## src/rtl/uart_pkg.sv

```systemverilog
// Shared UART definitions: transmit FSM states, data width and the default
// oversample rate that both transmitter and receiver are built for.
package uart_pkg;

  localparam int DATA_BITS           = 8;
  localparam int SAMPLE_RATE_DEFAULT = 16;

  typedef enum logic [2:0] {
    IDLE,
    START,
    DATA,
    PARITY,
    STOP
  } tx_state_t;

endpackage

```

## src/rtl/rr_arbiter.sv

```systemverilog
// Round-robin arbiter: grants the first requester at or after (last grant + 1).
// The pointer moves only when the caller strobes advance with a request pending.
module rr_arbiter #(
  parameter int NUM_REQ = 4
) (
  input  logic                       clock,
  input  logic                       reset,
  input  logic [NUM_REQ-1:0]         req,
  input  logic                       advance,
  output logic [NUM_REQ-1:0]         grant,
  output logic [$clog2(NUM_REQ)-1:0] grant_idx
);

  localparam int IDX_W = $clog2(NUM_REQ);

  logic [IDX_W-1:0] ptr;
  logic [IDX_W-1:0] cand_idx;
  logic             found;
  int               cand;

  // Search starts one past the last winner so every requester gets a turn.
  always_comb begin
    grant     = '0;
    grant_idx = '0;
    found     = 1'b0;
    cand      = 0;
    cand_idx  = '0;
    for (int i = 1; i <= NUM_REQ; i++) begin
      cand     = (int'(ptr) + i) % NUM_REQ;
      cand_idx = IDX_W'(cand);
      if (!found && req[cand_idx]) begin
        found           = 1'b1;
        grant[cand_idx] = 1'b1;
        grant_idx       = cand_idx;
      end
    end
  end

  // Reset parks the pointer on the last requester so requester 0 wins first.
  always_ff @(posedge clock) begin
    if (reset) begin
      ptr <= IDX_W'(NUM_REQ - 1);
    end else if (advance && (|req)) begin
      ptr <= grant_idx;
    end
  end

endmodule

```

## src/rtl/uart_tx_scheduler.sv

```systemverilog
// Round-robin shared UART transmitter (8 data bits, 1 or 2 stop bits).
// Define UART_TX_SCHED_PARITY_EN to insert an even-parity bit after the data.
module uart_tx_scheduler
  import uart_pkg::*;
#(
  parameter int NUM_REQ     = 4,
  parameter int SAMPLE_RATE = SAMPLE_RATE_DEFAULT,
  parameter int STOP_BITS   = 1
) (
  input  logic                       clock,
  input  logic                       reset,
  input  logic                       tick,
  input  logic [NUM_REQ-1:0]         req_valid,
  input  logic [NUM_REQ-1:0][7:0]    req_data,
  output logic [NUM_REQ-1:0]         req_ready,
  output logic                       start_tx,
  output logic                       tx,
  output logic                       busy,
  output logic [$clog2(NUM_REQ)-1:0] grant_id
);

  localparam int IDX_W = $clog2(NUM_REQ);
  localparam int SC_W  = (SAMPLE_RATE > 1) ? $clog2(SAMPLE_RATE) : 1;
  localparam int BIT_W = $clog2(DATA_BITS);

  tx_state_t            state;
  tx_state_t            state_d;
  logic [BIT_W-1:0]     bit_idx;
  logic [BIT_W-1:0]     bit_idx_d;
  logic                 stop_cnt;
  logic                 stop_cnt_d;
  logic [SC_W-1:0]      sample_cnt;
  logic [DATA_BITS-1:0] data_q;
  logic [NUM_REQ-1:0]   arb_grant;
  logic [IDX_W-1:0]     arb_idx;
  logic                 grant_now;
  logic                 tick_en;
  logic                 bit_done;
  logic                 tx_d;
  logic                 busy_d;

  rr_arbiter #(
    .NUM_REQ (NUM_REQ)
  ) u_arb (
    .clock     (clock),
    .reset     (reset),
    .req       (req_valid),
    .advance   (grant_now),
    .grant     (arb_grant),
    .grant_idx (arb_idx)
  );

  assign grant_now = (state == IDLE) && (|req_valid);
  // start_tx is high exactly in the grant cycle, while the generator restarts.
  assign tick_en   = tick && !start_tx && (state != IDLE);
  assign bit_done  = tick_en && (sample_cnt == SC_W'(SAMPLE_RATE - 1));

  always_ff @(posedge clock) begin
    if (reset) begin
      state    <= IDLE;
      bit_idx  <= '0;
      stop_cnt <= 1'b0;
    end else begin
      state    <= state_d;
      bit_idx  <= bit_idx_d;
      stop_cnt <= stop_cnt_d;
    end
  end

  always_comb begin
    state_d    = state;
    bit_idx_d  = bit_idx;
    stop_cnt_d = stop_cnt;
    case (state)
      IDLE: begin
        if (grant_now) begin
          state_d    = START;
          bit_idx_d  = '0;
          stop_cnt_d = 1'b0;
        end
      end
      START: begin
        if (bit_done) state_d = DATA;
      end
      DATA: begin
        if (bit_done) begin
          if (bit_idx == BIT_W'(DATA_BITS - 1)) begin
`ifdef UART_TX_SCHED_PARITY_EN
            state_d = PARITY;
`else
            state_d = STOP;
`endif
          end else begin
            bit_idx_d = bit_idx + 1'b1;
          end
        end
      end
      PARITY: begin
        if (bit_done) state_d = STOP;
      end
      STOP: begin
        if (bit_done) begin
          if (stop_cnt == 1'(STOP_BITS - 1)) state_d = IDLE;
          else                               stop_cnt_d = 1'b1;
        end
      end
      default: state_d = IDLE;
    endcase
  end

  // Line level follows the next state so tx and state change on the same edge;
  // the line stays high through the grant cycle and drops one cycle later.
  always_comb begin
    tx_d   = 1'b1;
    busy_d = (state_d != IDLE);
    case (state_d)
      IDLE:    tx_d = 1'b1;
      START:   tx_d = grant_now;
      DATA:    tx_d = data_q[bit_idx_d];
      PARITY:  tx_d = ^data_q;
      STOP:    tx_d = 1'b1;
      default: tx_d = 1'b1;
    endcase
  end

  always_ff @(posedge clock) begin
    if (reset || grant_now) begin
      sample_cnt <= '0;
    end else if (tick_en) begin
      sample_cnt <= bit_done ? '0 : sample_cnt + 1'b1;
    end
  end

  always_ff @(posedge clock) begin
    if (grant_now) data_q <= req_data[arb_idx];
  end

  always_ff @(posedge clock) begin
    if (reset) begin
      tx        <= 1'b1;
      busy      <= 1'b0;
      req_ready <= '0;
      start_tx  <= 1'b0;
      grant_id  <= '0;
    end else begin
      tx        <= tx_d;
      busy      <= busy_d;
      req_ready <= grant_now ? arb_grant : '0;
      start_tx  <= grant_now;
      if (grant_now) grant_id <= arb_idx;
    end
  end

endmodule

```

## config.mk

```make
export PLATFORM = sky130hd
export DESIGN_NAME = uart_tx_scheduler
export DESIGN_NICKNAME = d
export VERILOG_FILES = /design/src/rtl/uart_pkg.sv /design/src/rtl/rr_arbiter.sv /design/src/rtl/uart_tx_scheduler.sv
export SDC_FILE = /design/constraint.sdc
export NUM_CORES = 1
export LEC_CHECK = 0
export BUFFER_PORTS_ARGS = -buffer_cell sky130_fd_sc_hd__buf_4
export CORE_MARGIN = 2
export CORE_UTILIZATION = 58
export DETAILED_ROUTE_END_ITERATION = 8
export PLACE_DENSITY = 0.85
export SYNTH_ARGS = -nofsm -noshare
export SYNTH_HDL_FRONTEND = slang
export SYNTH_SLANG_ARGS = --single-unit
```

## constraint.sdc

```tcl
create_clock -name clock -period 6.86 [get_ports clock]
set_input_delay 0 -clock clock [delete_from_list [all_inputs] [get_ports clock]]
set_output_delay 0 -clock clock [all_outputs]
set_load 0.05 [all_outputs]
```

== After elaboration in Yosys (flattened, before gate mapping) ==
Cells that the tools add are included.
Storage, ports and cells
  register bits: 30
  output and inout port bits: 9
Operators by class
  add/sub/neg operators: 6
  order comparisons: 10
  equal/unequal tests: 11
  muxes and demuxes: 49
  bitwise logic cells: 4
  reductions and logical operators: 25
Operators with widths (number)
  two-way mux 3 bit: 10
  two-way mux 4 bit: 5
  binary-select mux 8 bit (select 2 bit): 1
  < comparator 2 x 3 -> 1 bit, second input constant: 5
  two-way mux 1 bit: 15
  one-hot mux 3 bit (5 select lines): 1
  == test 3 x 2 -> 1 bit, second input constant: 4
  logical AND 1 bit: 12
  bitwise OR 4 bit: 3
  binary-select mux 1 bit (select 2 bit): 4
  demux 1 bit (select 2 bit): 4
  greater-or-equal comparator 2 x 1 -> 1 bit, second input constant: 4
  two-way mux 2 bit: 4
  two-way mux 8 bit: 1
  parity 8 bit: 1
  == test 3 x 1 -> 1 bit, second input constant: 2
  == test 3 bit, second input constant: 2
  one-hot mux 3 bit (2 select lines): 1
  nonzero test 3 bit: 2
  adder 2 x 1 -> 2 bit, second input constant: 2
  adder 2 bit, second input constant: 2
  adder 4 x 1 -> 4 bit, second input constant: 1
  == test 4 bit, second input constant: 1
  zero test 1 bit: 4
  other kinds (13): 14

== Depth between registers and ports, before layout ==
  depth in word-level cells: 15
  mapped depth: 10
  mapped depth without buffers: 8

== Hierarchy ==
From an unflattened synthesis, not the netlist that was laid out.
Unflattened totals
  cell total of the unflattened synthesis: 200
  area, all modules: 2058.2 µm²
By module, submodules not included
  uart_tx_scheduler: instances 1, cells each 126, area an instance 1455.1 µm², seq. area each 620.6 µm²
  rr_arbiter: instances 1, cells each 74, area an instance 603.1 µm², seq. area each 40.0 µm²

== Worst setup path before layout ==
No wires, ideal clock.
  kind: reg2reg
  from: register u_arb.ptr[0]
  to: register data_q[0], data pin
  setup time: 0.273 ns
  data arrival time: 2.720 ns
  required time: 6.587 ns
  setup slack: 3.867 ns
  stages on the path, launching flop included: 10
  path buffers: 2
  period minus slack after synthesis: 2.993 ns
  path through: dfxtp_1 buf_2 inv_1 ha_1 buf_2 mux4_2 nand2_2 nand3_2 a31oi_4 mux4_1
On the way
  longest elaborated chain between the ends: 15
RTL lines
  from (decl): RTL line rr_arbiter.sv:16  | logic [IDX_W-1:0] ptr;
  from (signal assigned): RTL line rr_arbiter.sv:42  | ptr <= IDX_W'(NUM_REQ - 1);
  from (signal assigned): RTL line rr_arbiter.sv:44  | ptr <= grant_idx;
  adder 2 x 1 -> 2 bit: RTL line rr_arbiter.sv:29  | cand = (int'(ptr) + i) % NUM_REQ;
  binary-select mux 1 bit (select 2 bit): RTL line rr_arbiter.sv:31  | if (!found && req[cand_idx]) begin
  two-way mux 1 bit (implied by the code): RTL line rr_arbiter.sv:31
  two-way mux 1 bit: RTL line rr_arbiter.sv:31
  zero test 1 bit: RTL line rr_arbiter.sv:31
  logical AND 1 bit: RTL line rr_arbiter.sv:31
  two-way mux 1 bit: RTL line rr_arbiter.sv:31
  zero test 1 bit: RTL line rr_arbiter.sv:31
  logical AND 1 bit: RTL line rr_arbiter.sv:31
  two-way mux 1 bit: RTL line rr_arbiter.sv:31
  zero test 1 bit: RTL line rr_arbiter.sv:31
  logical AND 1 bit: RTL line rr_arbiter.sv:31
  two-way mux 2 bit (*): RTL line rr_arbiter.sv:31
  binary-select mux 8 bit (select 2 bit) (*): RTL line uart_tx_scheduler.sv:135  | if (grant_now) data_q <= req_data[arb_idx];
  two-way mux 8 bit (implied by the code) (*): RTL line uart_tx_scheduler.sv:135
  to (signal assigned): RTL line uart_tx_scheduler.sv:135
  to (decl): RTL line uart_tx_scheduler.sv:33  | logic [DATA_BITS-1:0] data_q;
Every way passes the cells marked *; elsewhere a longest branch is shown, timed or not. The select of a mux whose other input is x is not followed.
A chain may end at the register's enable or synchronous reset.

== Worst setup path in the final report ==
  from: register u_arb.ptr[0]
  to: register data_q[5], data pin
Same word-level chain as after synthesis.

==> key figures <==
Worst setup path
  – Crit start category: flip-flop
  – WS Path Type: reg -> reg
  – CP delay by family, top: multiplexers
  – Critical path buffers and inverters: 1
  – Critical path, cell by cell: inv_1, ha_1, mux4_2, nand2_2, nand3_2, a31oi_4, mux4_1
  – CP Max Fanout: 19
  – Slowest cell on the critical path: dfxtp_1
  – Crit path DAT: ~3400 ps
  – CP max stage delay: around 750 ps
  – WP data required: 6930 ps
  – Crit. End Element: flip-flop

Detailed routing
  – Drt wl/cell: roughly 15 um
  – DR top layer: met4
  – Vias: about 1.8k
  – Met2 WL: between 2 and 2.5 mm
  – 1st-pass router iterations: 4
  – DRC viols: 0
  – Total Wirelength: 4.273 mm
  – Post-route ant nets: 0
  – Post-DR vias/cell: 6.151
  – Met3 wire len: between 200 and 250 um
  – M1 wire length: about 1.8 mm
  – Initial drt markers: between 100 and 150

Yosys
  – Syn_area_per_cell: ~10 um^2
  – #FFs+latches synth: 29
  – Largest area contributor in the netlist: dfxtp_1
  – Post-synth top cells: dfxtp_1 (21), nor2_1 (18), a21oi_1 (12)
  – Post-synth top area share: 0.2066
  – Area of the mapped netlist: between 0.002 and 0.0025 mm^2
  – Most frequent cell after synthesis: dfxtp_1
  – Gate Count Post-Synth: 198
  – Ranking of synthesized cells by area: dfxtp_1 (21%), edfxtp_1 (12%), mux4_1 (12%)
  – Asr flop ratio synth: 0
  – Number of flops mapped to enable cells by yosys: 8
  – Top FF cell, synth: dfxtp_1
  – Yosys cell types: 56
  – Syn nets: 247
  – Sequential share of the synthesized area: 0.3247
  – Yosys warns: 0

Global route
  – Largest net degree at the start of global routing: 20
  – Total track usage: 0.2294
  – Vias in the first global route: approximately 1.6k
  – Total grt overflow: 0
  – Initial antenna violation count: 0
  – Global-route wire length before repair: 7.327 mm

Place
  – RePlAce Congestion: between 0.8 and 0.9
  – Port bufs: between 40 and 50
  – Dpl hpwl: ~3.3 mm

Die
  – Die Y: between 60 and 70 um
  – # rows: 21
  – Initial cell density of the core: 0.6049
  – Ports: 48
  – Core Area: approximately 0.0034 mm^2
  – Die area: 0.003997 mm^2
  – Chip width: 63.23 um

Worst hold path
  – Worst hold path class: in -> reg

Clock tree
  – Bufs on Longest Clock Path: 2
  – TritonCTS Buffers: 5
  – Clk Latency, worst-skew pair: 320 ps
  – Clock-pin slew on the worst setup and hold paths: 90 ps
  – H-tree lvl count: 2
  – Setup Fix Bufs, Post-CTS: 0
  – CTS Sinks: 29
  – CTS tree: done
  – Root Driver: clkbuf_4

Pwr
  – Pleak: ~0.001 uW
  – Peak supply drop: 0.0001406 V
  – Cell Pwr Density: about 260 mW/mm^2
  – Tot Pwr: between 600 and 700 uW

Timing
  – Peak Freq: between 200 and 300 MHz
  – Post-route setup TNS: 0 ps
  – Final Slew Violations: 0
  – Unrepaired setup endpoints after global routing: no
  – Crit share post-route: 0.4907
  – Final hold violation count: 0
  – Hold slack: between 40 and 50 ps
  – Final setup viols: 0
  – Clock Skew: between 8 and 9 ps
  – Fin crit period: 3366 ps
  – Slew @ Worst Pin: approximately 660 ps
  – Slew headroom: 0.5615

Final layout
  – Ant diodes: 0
  – Layout cells sized above 1: 0.2653
  – Layout area overhead: 22.02%
  – # nets final: a little under 300

Job
  – Max Cap Violations: 0

Run status
  – Run status: finished clean
final cells by class:
cell class,count,area (um^2)
multi-input combinational,154,1294
fill,265,880.8
sequential,29,660.6
timing repair buffer,48,362.8
tap,46,57.56
clock buffer,7,55.05
clock inverter,1,30.03
inverter,6,22.52
metal layers:
layer  track usage  vias up
li1              -      863
met1        0.2776      850
met2        0.4056       67
met5             0        -
met3       0.04643       10
met4       0.07880        0
kinds of logic (layout without fill, tap and decap cells):
logic type | count (synthesis) | count (layout) | synth area share
adders and majority gates | 10 | 10 | 0.06150
DFF | 29 | 29 | 0.3247
AOI/OAI and AO/OA | 50 | 50 | 0.1790
buffers and inverters | 15 | 62 | 0.03936
xor gates and xnor gates | 9 | 9 | 0.03875
and+or+nand+nor | 66 | 66 | 0.1827
muxes | 19 | 19 | 0.1740
worst reg2reg max path: stages (launching register included):
cell and delay [ps]:
dfxtp_1 750, inv_1 270, ha_1 520, mux4_2 380
nand2_2 100, nand3_2 100, a31oi_4 390, mux4_1 600
flip-flops by register name, indices dropped and copies added, names as in the netlist:
name,cells
bit_idx,3
busy,1
sample_cnt,4
tx,1
state,3
req_ready,4
data_q,8
u_arb.ptr,2
start_tx,1
grant_id,2
cells in the final DEF (no fill, tap or decap), drive strengths merged, types with 2 or more instances in the layout:
cell    count
a21oi      12
o21ai       7
a22oi       5
inv         5
xnor2       7
nor2       18
a31oi       3
ha         10
buf        47
mux4       10
a211oi      4
nand2       9
nand3       5
xor2        2
nand2b      2
o31a        2
nor2b       8
clkbuf      7
mux2i       8
a32oi       2
nor3        8
nor4        2
nand4       4
or3         5
dfxtp      21
a221oi      5
edfxtp      8
worst paths after layout:
kind                                                start                  endpoint  slack, ps  depth (start not counted)
worst min register to register   grant_id[0]$_SDFFE_PP0P_  grant_id[0]$_SDFFE_PP0P_        470                          2
worst max register to register  u_arb.ptr[0]$_SDFFE_PP1P_       data_q[5]$_DFFE_PP_       3490                          7
worst min-delay path                          req_data[9]       data_q[1]$_DFFE_PP_         50                          2
worst max-delay path            u_arb.ptr[0]$_SDFFE_PP1P_       data_q[5]$_DFFE_PP_       3490                          7
report_power, final:
part           internal (uW)  switching [uW]  total, uW
clock network           87.0            58.3        145
logic                    125             130        256
registers                209            24.5        233
total                    421             213        634
through the flow:
stage	utilization	cells	cell area, um^2	worst slack [ps]
2_1_floorplan	-	198	2034	3867
3_3_place_gp	0.7098	282	2387	3580
3_5_place_dp	0.7098	282	2387	3473
4_1_cts	0.7381	291	2482	3478
5_1_grt	0.7381	291	2482	3266
6_report	0.7381	291	2482	3494
what timing repair did:
item	4_1_cts	5_1_grt
hold buffers	1	0
resized for setup	0	0
endpoints found under the hold margin	10	0
Note: power is estimated with default switching activity, not from simulation.
